==> config.mk <==
export PLATFORM = sky130hd
export DESIGN_NAME = md4_digest_shift
export DESIGN_NICKNAME = d
export VERILOG_FILES = /design/src/rtl/md4_digest_shift.sv
export SDC_FILE = /design/constraint.sdc
export NUM_CORES = 1
export LEC_CHECK = 0
export ABC_CLOCK_PERIOD_IN_PS = 4000
export BUFFER_PORTS_ARGS = -buffer_cell sky130_fd_sc_hd__buf_2
export CORE_ASPECT_RATIO = 2
export CORE_MARGIN = 1.5
export CORE_UTILIZATION = 50
export DETAILED_ROUTE_END_ITERATION = 7
export PLACE_DENSITY = 0.76
export SLEW_MARGIN = 20
export SYNTH_ARGS = -nofsm -noshare
export SYNTH_HDL_FRONTEND = slang
export SYNTH_SLANG_ARGS = --single-unit
==> constraint.sdc <==
create_clock -name clk -period 4 [get_ports clk]
set_clock_uncertainty 0.1 [all_clocks]
set_input_delay 0.8 -clock clk [delete_from_list [all_inputs] [get_ports clk]]
set_output_delay 0.8 -clock clk [all_outputs]
set_load 0.03 [all_outputs]
==> src/rtl/md4_digest_shift.sv <==
// Byte-serial digest assembly register: byte at position cnt lands in the
// most-significant free slot, so byte 0 ends up in the top byte.
module md4_digest_shift #(
    parameter int BYTES = 16,
    parameter int CNT_W = 5
) (
    input  logic               clk,
    input  logic               reset,
    input  logic               clear,
    input  logic               load,
    input  logic [7:0]         byte_in,
    output logic [CNT_W-1:0]   cnt,
    output logic [BYTES*8-1:0] data
);

    logic [CNT_W-1:0]   cnt_r;
    logic [BYTES*8-1:0] data_r;

    // Byte counter and assembly storage; clear only rewinds the counter.
    always_ff @(posedge clk) begin
        if (reset) begin
            cnt_r  <= {CNT_W{1'b0}};
            data_r <= {(BYTES*8){1'b0}};
        end else if (clear) begin
            cnt_r <= {CNT_W{1'b0}};
        end else if (load) begin
            data_r[(BYTES - 1 - int'(cnt_r)) * 8 +: 8] <= byte_in;
            cnt_r <= cnt_r + {{(CNT_W-1){1'b0}}, 1'b1};
        end
    end

    assign cnt  = cnt_r;
    assign data = data_r;

endmodule

Word level (Yosys, flattened, before mapping)
Cells that the tools add are included.
{"block": "totals", "reg_bits": 133, "inputBits": 12}
{"block": "op_classes", "add_sub_neg": 3, "shifts": 2, "n_mux": 1, "bitwise": 1, "reduce_logical": 2}
{"cell": "bitwise mux 128 bit", "count": 1}
{"cell": "variable shift 8 x 33 -> 128 bit (first input constant)", "count": 1}
{"cell": "indexed part select 8 x 33 -> 128 bit", "count": 1}
{"cell": "negation 9 -> 33 bit", "count": 1}
{"cell": "subtractor 4 x 5 -> 6 bit (first input constant)", "count": 1}
{"cell": "adder 5 x 1 -> 5 bit (second input constant)", "count": 1}
{"cell": "AND reduction 2 bit", "count": 1}
{"cell": "OR reduction 2 bit", "count": 1}
{"cell": "inverter 1 bit", "count": 1}

Logic depth before layout (Yosys ltp)
Gate-level depths: netlist of the first run.
{"block": "logic_depth", "ltp_word": 4, "ltp_mapped": 11}

Worst setup path after synthesis of the first run
OpenSTA, ideal clock, no wires.
{"block": "synth_path", "kind": "reg-to-reg", "startpoint": "reg cnt_r[2] (netlist: cnt[2])", "endpoint": "reg data_r[100] (netlist: data[100])", "arrival_ns": 2.918, "required_time_ns": 3.768, "path_slack_ns": 0.849, "stages_incl_launch_ff": 11, "n_path_buf": 2, "period_less_slack_ns": 3.151, "path_cell_list": "dfxtp_1 buf_2 nand3_1 nand3b_1 inv_1 ha_1 or4_4 nor2_8 buf_6 o211ai_4 mux2i_1"}
{"block": "synth_via", "elab_chain_len": 4}
{"item": "start: declaration", "line": "16", "rtl": "logic [CNT_W-1:0] cnt_r;"}
{"item": "start signal: assignment", "line": "22", "rtl": "cnt_r <= {CNT_W{1'b0}};"}
{"item": "start signal: assignment", "line": "25", "rtl": "cnt_r <= {CNT_W{1'b0}};"}
{"item": "start signal: assignment", "line": "28", "rtl": "cnt_r <= cnt_r + {{(CNT_W-1){1'b0}}, 1'b1};"}
{"item": "subtractor 4 x 5 -> 6 bit (*)", "line": "27", "rtl": "data_r[(BYTES - 1 - int'(cnt_r)) * 8 +: 8] <= byte_in;"}
{"item": "negation 9 -> 33 bit (*)", "line": "27"}
{"item": "indexed part select 8 x 33 -> 128 bit or variable shift 8 x 33 -> 128 bit (tied branches)", "line": "27"}
{"item": "bitwise mux 128 bit (*)", "line": "27"}
{"item": "end signal: assignment", "line": "23", "rtl": "data_r <= {(BYTES*8){1'b0}};"}
{"item": "end signal: indexed assignment", "line": "27"}
{"item": "end: declaration", "line": "17", "rtl": "logic [BYTES*8-1:0] data_r;"}
Mark *: on every way between the ends. The rest lies on a longest branch, timed or not.
A chain may end at the register's enable or synchronous reset.

Final worst setup path of the first run
{"block": "layout_path", "startpoint": "reg cnt_r[0] (netlist: cnt[0])", "endpoint": "reg data_r[65] (netlist: data[65])"}
The elaborated chain is that of the path after synthesis.

==> results.md, run 1 <==
- Wirelength per Cell: 18.7 um
- Worst-path clk slew: around 0.060 ns
- Die Wd: 79.7 um
- Share of cells above drive strength 1: a little under a third
- Filler Cell Count: roughly 1,000
- Power Total: 2.92 mW
- WP data arrival: 3.51 ns
- Post-Layout Inst Area: a little over 7000 um2
- Util after Layout: a little over three fifths
- Share of the yosys chip area belonging to registers: a little under half
- Pin count of the biggest net entering global routing: between 100 and 150
- Synth async-reset ratio: 0%
- CP required: a little over 4 ns
- Max frequency: ~0.30 GHz
- Final slew viol count: 0
- Min Tclk post-route: approximately 3.4 ns
- Critical path's largest stage delay: roughly 0.58 ns
- Commonest non-fill, non-tap cell in the layout: buf_2
- Fin cells: 798
- Final Wtd Congestion: just over 0.8
- Drt drc: 0
- Boundary Pins: roughly 150
- ANT nets after route: 0
- Die Y: approximately 160 um
- Post-layout nets: around 660
- Clk_lat worst skew: approximately 0.40 ns
- Drt first pass iters: 4
- N_diodes: 0
- Layout area overhead: 22.8%
- Status: finished clean
- Final Cycle Share: between 80% and 90%
- Post-CTS Setup Bufs: 0
- Crit path max-delay cell type: or4_4
- CP Launch Type: register
- Initial antenna violation count: 0
- Sum Neg Setup Slack: 0 ns
- Hold_ws: roughly 0.37 ns
- Number of library cell types mapped by synthesis: 30
- Hold_buf cts: 0
- Initial Util: about half
- 1st-iter DRT viols: approximately 190
- Worst-margin pin slew: approximately 1.0 ns
- Most frequent cells in the layout: buf_2 (144), nand2b_1 (138), dfxtp_1 (133), mux2i_1 (130), clkbuf_16 (17)
- Worst slack at placement: ~0.65 ns
- CP Class: register to register
- Critical path cell sequence: nand3_1 > nand3b_1 > inv_1 > ha_1 > or4_4 > nor2_8 > buf_4 > o211ai_4 > mux2i_1
- RSZ-0062 raised after global routing: no
- Total length of routed wires: 14.9 mm
- # rows: between 50 and 60
- Synthesized net count: 528
- Crit-path max FO: 12
- Final Hold Vio Count: 0
- Setup WS post-layout: 0.631 ns
- Worst Setup End Kind: register
- Core ar.: roughly 11,000 um2
- Clock Tree Buf Depth: 2
- Die ar.: 12,500 um2
- Sink Count: approximately 130
- Peak VDD IR: 0.317 mV
- CTS HTree Levels: 4
- Grt ovf: 0
- DP Cell Count: 767
- Flops & latches, synth: about 130
- Post-CTS Resized: 0
- Global-route usage over all layers: roughly 25%
- Cell count after synthesis: slightly above 500
- CTS tree: built
- Final setup viols: 0
- Clk root buf: clkbuf_16
- Cts bufs inserted: 17
- Pwr dens: between 400 and 500 nW/um2
- First-pass GRT wire length: about 23 mm
- Vias in the first global route: 4,450
- Vias per cell: about 5.3
- Routed vias: about 4,200
- Syn Area/Cell: 11.5 um2
- Worst Hold Class: register to register
- Cell area after synthesis: approximately 5900 um2
- Number of port buffers: 144
- Main synth FF type: dfxtp_1
- DP HPWL: between 10 and 15 mm
- Area after DPL: ~6700 um2
- Post-synth EDFFs: 0
- Max-Cap Viols: 0
- YS warnings: 0
- Worst relative slew slack: 32.7%
- Cell leakage power: 3.77 nW
-- power breakdown --
part           total (mW)  switching [mW]  internal (mW)
clock network        1.46           0.561          0.895
logic               0.130          0.0841         0.0457
registers            1.34         0.00434           1.33
total                2.92           0.649           2.27
-- sequential cells by signal (all words and copies together), names as in the netlist --
register / flops
cnt: 5
data: 128
-- layer usage --
layer | share of wire [%] | GRT usage [%] | vias to the layer above
met5 | 0 | 0 | -
met4 | 3.0 | 11.1 | 0
met3 | 4.0 | 5.19 | 33
met2 | 56 | 46.5 | 133
met1 | 37 | 26.0 | 2051
li1 | - | - | 2002
-- worst paths after layout --
path	start	to	slack [ns]	cells after the start
max	cnt[0]	data[65]	0.63	9
min	data[127]	data[127]	0.37	2
max reg2reg	cnt[0]	data[65]	0.63	9
min reg2reg	data[127]	data[127]	0.37	2
-- critical path: cells and delay by family, from the launching register on --
| kind | cells | cell delay (ns) |
|---|---|---|
| and+or+nand+nor | 4 | 1.61 |
| DFF | 1 | 0.49 |
| buffers and inverters | 2 | 0.36 |
| adders and majority gates | 1 | 0.29 |
| muxes | 1 | 0.19 |
| AOI/OAI and AO/OA | 1 | 0.17 |
-- area by class of cell --
type	instances	area (um2)	share of cell area, %
well taps	142	178	2.46
flip-flops and latches	133	2660	36.8
inverters	2	7.51	0.104
clock inverters	9	78.8	1.09
repair buffers	148	751	10.4
multi-input cells	342	3080	42.6
clock buffers	22	474	6.56
-- synth_stat cells, drive strengths merged (4+ instances only) --
cell type | n | area share (%)
nand3 | 5 | 0.42
nor3 | 5 | 0.42
xor2 | 4 | 1.0
nor4 | 10 | 3.0
ha | 6 | 1.3
buf | 8 | 1.1
nand2b | 138 | 15
mux2i | 130 | 22
clkbuf | 25 | 1.6
nand2 | 11 | 0.70
dfxtp | 133 | 45
o211ai | 15 | 5.4
-- logic make-up (layout without fill, tap and decap cells) --
kind of cell               count (synthesis)  count (layout)  synth area share, %
and+or+nand+nor                          183             183                 21.4
muxes                                    130             130                 22.1
adders and majority gates                  6               6                 1.27
AOI/OAI and AO/OA                         16              16                 5.59
DFF                                      133             133                 45.2
buffers and inverters                     35             181                 2.85
xor gates and xnor gates                   7               7                 1.62
No activity file was read; power rests on OpenSTA's default activity.
==> run 2, diff against run 1 <==
- ABC_CLOCK_PERIOD_IN_PS: 4000 -> 3200
- clock period: 4 -> 3.2 ns (I/O delays scaled with it)
==> run 2 against run 1 <==
  * Routed wire length is 0.43% lower
  * Final cell count is 1.9% higher
  * Sequential share of layout area is 0.96 points lower
  * Utilization is 1.7 points higher
  * Critical endpoint is now data[0]
  * Largest cell class unchanged
  * Highest routed layer unchanged
==> results.md, run 2 (synthesized netlist as in run 1, its figures left out) <==
- Clk root buf: clkbuf_16
- CP required: approximately 3.4 ns
- Critical Path End: data[0]
- Core ar.: ~11,000 um2
- Worst-path clk slew: ~0.060 ns
- Pin count of the biggest net entering global routing: 142
- Number of port buffers: roughly 140
- Min Tclk post-route: between 2 and 3 ns
- CTS HTree Levels: 4
- ANT nets after route: 0
- CP Class: register to register
- Post-layout nets: a little under 700
- Setup WS post-layout: roughly 0.22 ns
- Share of cells above drive strength 1: between 30% and 40%
- Sum Neg Setup Slack: 0 ns
- Reg-to-reg slack, setup: around 0.22 ns
- RSZ-0062 raised after global routing: no
- Worst-margin pin slew: ~0.99 ns
- Drt drc: 0
- Routed vias: about 4,300
- Final Cycle Share: between 90% and 100%
- Status: finished clean
- Wirelength per Cell: 18.3 um
- Worst relative slew slack: between 30 and 40%
- CTS tree: built
- DP Cell Count: approximately 800
- Die ar.: about 12,000 um2
- Pwr dens: between 500 and 600 nW/um2
- RR Endpoint: data[0]
- Commonest non-fill, non-tap cell in the layout: buf_2
- RR Startpoint: cnt[4]
- Post-CTS Resized: 0
- # rows: 55
- Boundary Pins: between 100 and 150
- Initial antenna violation count: 1
- Crit-path max FO: 9
- Cell leakage power: about 3.9 nW
- WP data arrival: around 3.2 ns
- Cts bufs inserted: 17
- Grt ovf: 0
- First-pass GRT wire length: 23.4 mm
- Initial Util: just over 50%
- Final Wtd Congestion: ~0.82
- Clock Tree Buf Depth: 2
- Die Y: between 150 and 200 um
- Worst Hold Class: register to register
- Max frequency: between 0.3 and 0.4 GHz
- Worst Reg2Reg Path Length in Cells: 8
- Number of flip-flops in the largest register: between 100 and 150
- Final slew viol count: 0
- CP startpoint: cnt[4]
- Drt first pass iters: 4
- Most frequent cells in the layout: buf_2 (144), nand2b_1 (138), dfxtp_1 (133), mux2i_1 (130), clkbuf_16 (17)
- CP Launch Type: register
- Hold_buf cts: 0
- Global-route usage over all layers: between 20% and 30%
- Final setup viols: 0
- Peak VDD IR: a little over 0.4 mV
- Final Hold Vio Count: 0
- Post-CTS Setup Bufs: 0
- Sink Count: 133
- Fin cells: slightly above 800
- 1st-iter DRT viols: around 180
- Worst slack at placement: approximately 0.27 ns
- Vias per cell: between 5 and 6
- Layout area overhead: 26.1%
- Worst Setup End Kind: register
- Vias in the first global route: between 4,000 and 5,000
- Hold wc startpoint: data[4]
- Clk_lat worst skew: ~0.40 ns
- Util after Layout: ~65%
- Die Wd: 79.7 um
- DP HPWL: 10.4 mm
- Total length of routed wires: 14.9 mm
- Max-Cap Viols: 0
## run 2: layer usage
layer | track usage, % | share of wire (%) | wire length [um]
met1 | 27.8 | 38 | 5630
met2 | 44.5 | 56 | 8260
met3 | 5.13 | 3.3 | 489
met4 | 11.4 | 3.3 | 488
met5 | 0 | 0 | 0
## run 2: power by group
group          internal [mW]  switching, mW  leakage [nW]
clock network           1.35          0.721         0.308
registers               1.66        0.00551          1.07
logic                 0.0645          0.105          2.50
total                   3.08          0.832          3.88
## run 2: critical path, cell delays in order, from the launching register on
cell	delay [ns]
dfxtp_1	0.40
inv_1	0.16
nand3b_1	0.17
inv_1	0.07
ha_1	0.18
or3b_1	0.65
nor4_1	0.42
o211a_1	0.49
mux2i_1	0.26
## run 2: cell type report
class                   instances  area (um2)
multi-input cells             342        3070
flip-flops and latches        133        2660
inverters                       2        7.51
diodes                          1        2.50
fillers                       931        4000
clock buffers                  21         460
clock inverters                11         173
well taps                     142         178
repair buffers                161         873
## run 2: worst min-delay path by stage
stage,endpoint,depth (start not counted)
floorplan,data[0],2
global placement,data[0],2
detailed placement,data[56],2
CTS,cnt[3],2
global route,cnt[1],2
finish,data[4],2
## run 2: metrics by stage
stage / power [mW] / hold slack (ns) / cell area (um2)
after floorplan: 1.82 / 0.496 / 5890
after global placement: 1.88 / 0.355 / 6790
after detailed placement: 1.88 / 0.365 / 6790
after CTS: 3.94 / 0.373 / 7420
after global routing: 4.02 / 0.387 / 7420
final: 3.91 / 0.375 / 7420
==> run 3, diff against run 2 <==
- ABC_CLOCK_PERIOD_IN_PS: 3200 -> 2750
- TNS_END_PERCENT: unset -> 100
- clock period: 3.2 -> 2.75 ns (I/O delays scaled with it)
==> run 3 against run 2 <==
  * Global-route usage grew 0.063 points
  * Register-to-register slack lost 0.13 ns
  * Final cell count grew 0.37%
  * Critical path type unchanged
==> results.md, run 3 (synthesized netlist as in run 1, its figures left out) <==
- Final Cycle Share: a little over nine tenths
- Most frequent cells in the layout: buf_2 (144), nand2b_1 (138), mux2i_1 (130), dfxtp_1 (128), clkbuf_16 (20)
- Cell leakage power: approximately 4 nW
- Layout area overhead: 28.3%
- Final Wtd Congestion: about 0.79
- Crit path max-delay cell type: or4_4
- Final setup viols: 0
- Wirelength per Cell: around 18 um
- Final slew viol count: 0
- N_diodes: 0
- CTS tree: built
- Sink Count: roughly 130
- Worst relative slew slack: roughly 62%
- ANT nets after route: 0
- Worst-margin pin slew: 0.565 ns
- Vias per cell: roughly 5.2
- WP data arrival: ~2.8 ns
- Die ar.: ~12,000 um2
- Core ar.: ~11,000 um2
- CP Launch Type: register
- CP required: between 2 and 3 ns
- Post-layout nets: roughly 680
- Hold_buf cts: 0
- Worst Hold Class: input pin to register
- CTS HTree Levels: 4
- Peak VDD IR: around 0.49 mV
- Die Wd: about 80 um
- Min Tclk post-route: approximately 2.7 ns
- Filler Cell Count: slightly above 900
- Cell Int Power: between 3 and 4 mW
- Power Total: ~4.5 mW
- Initial antenna violation count: 0
- # rows: 55
- Max frequency: about 0.38 GHz
- Commonest non-fill, non-tap cell in the layout: buf_2
- Grt ovf: 0
- Flop pwr share: between 40% and 50%
- Number of port buffers: approximately 140
- Share of cells above drive strength 1: 35.3%
- Final Hold Vio Count: 0
- Drt drc: 0
- Routed vias: 4,280
- Worst-path clk slew: approximately 0.06 ns
- Cts bufs inserted: 17
- First-pass GRT wire length: between 20 and 25 mm
- Clock Tree Buf Depth: 2
- CP Class: register to register
- Vias in the first global route: 4,452
- Critical path's largest stage delay: 0.58 ns
- Crit-path max FO: 9
- Number of flip-flops in the largest register: between 100 and 150
- Global-route usage over all layers: between 20% and 30%
- Switching share of power: between 20% and 30%
- Worst Setup End Kind: register
- Share of power burned in combinational logic: around 4.4%
- Net Switching: between 0.9 and 1 mW
- RR Startpoint: cnt[0]
- Initial Util: 51.5%
- Status: finished clean
- Critical path cell sequence: ha_4 > nand3_1 > nand2b_1 > ha_1 > or4_4 > nor2_8 > clkbuf_16 > o211ai_4 > mux2i_1
- Pin count of the biggest net entering global routing: 76
- Pwr dens: roughly 600 nW/um2
- DP HPWL: between 10 and 15 mm
- Die Y: approximately 160 um
- Clk root buf: clkbuf_16
- 1st-iter DRT viols: 162
- Worst slack at placement: ~0.050 ns
- Total length of routed wires: 15.1 mm
- Boundary Pins: 145
- Clk_lat worst skew: approximately 0.42 ns
- CP startpoint: cnt[0]
- Hold wc startpoint: clear
- Drt first pass iters: 4
- Setup WS post-layout: 0.0886 ns
- Clock Power Share: 52.6%
- Max-Cap Viols: 0
## run 3: worst max-delay path, delay by kind of cell (launching register included)
kind | cells | cell delay (ns)
AND/OR/NAND/NOR | 4 | 1.02
adder cells (fa/ha/maj) | 2 | 0.45
flip-flops | 1 | 0.41
buffers and inverters | 1 | 0.18
multiplexers | 1 | 0.18
AO/OA/AOI/OAI | 1 | 0.16
## run 3: final cells by class
class                   count  area (um2)  share of cell area, %
flip-flops and latches    133        2680                   35.4
clock inverters            10         140                   1.86
well taps                 142         178                   2.35
repair buffers            165         958                   12.7
multi-input cells         342        3110                   41.1
clock buffers              22         487                   6.44
inverters                   2        7.51                 0.0994
## run 3: metrics by stage
stage / instance area (um2) / hold slack (ns) / std cells / utilization (%) / setup TNS [ns]
after floorplan: 5950 / 0.487 / 510 / - / 0
after global placement: 6880 / 0.357 / 782 / 60.2 / 0
after detailed placement: 6880 / 0.366 / 782 / 60.2 / 0
after CTS: 7500 / 0.262 / 814 / 65.7 / -0.0396
after global routing: 7550 / 0.282 / 816 / 66.1 / -0.0114
final: 7550 / 0.278 / 816 / 66.1 / 0
## run 3: path summary, 6_finish.rpt
check        slack [ns]   endpoint  cells past startpoint
min reg2reg        0.37    data[2]                      2
max                0.09  data[104]                      9
max reg2reg        0.09  data[104]                      9
min                0.28     cnt[2]                      2
## run 3: routing by layer
metal	up-vias	global-route usage (%)	share of wire, %
li1	2029	-	-
met1	2082	26.2	37
met2	134	45.2	55
met3	35	6.24	4.5
met4	0	12.4	3.6
met5	-	0	0
## run 3: power groups by stage
stage | Sequential [mW] | Combinational (mW) | Clock (mW)
6_report | 1.94 | 0.201 | 2.38
4_1_cts | 1.94 | 0.198 | 2.41
3_3_place_gp | 1.98 | 0.194 | 0
2_1_floorplan | 2.00 | 0.117 | 0
3_5_place_dp | 1.98 | 0.198 | 0
5_1_grt | 1.94 | 0.211 | 2.50
## run 3: what timing repair did
item / CTS / global route
buffers inserted: 0 / 1
gates resized for setup: 0 / 5
pin swaps: 0 / 3
endpoints found under the hold margin: 0 / 0
cloned: 0 / 1
endpoints found under the setup margin: 2 / 63
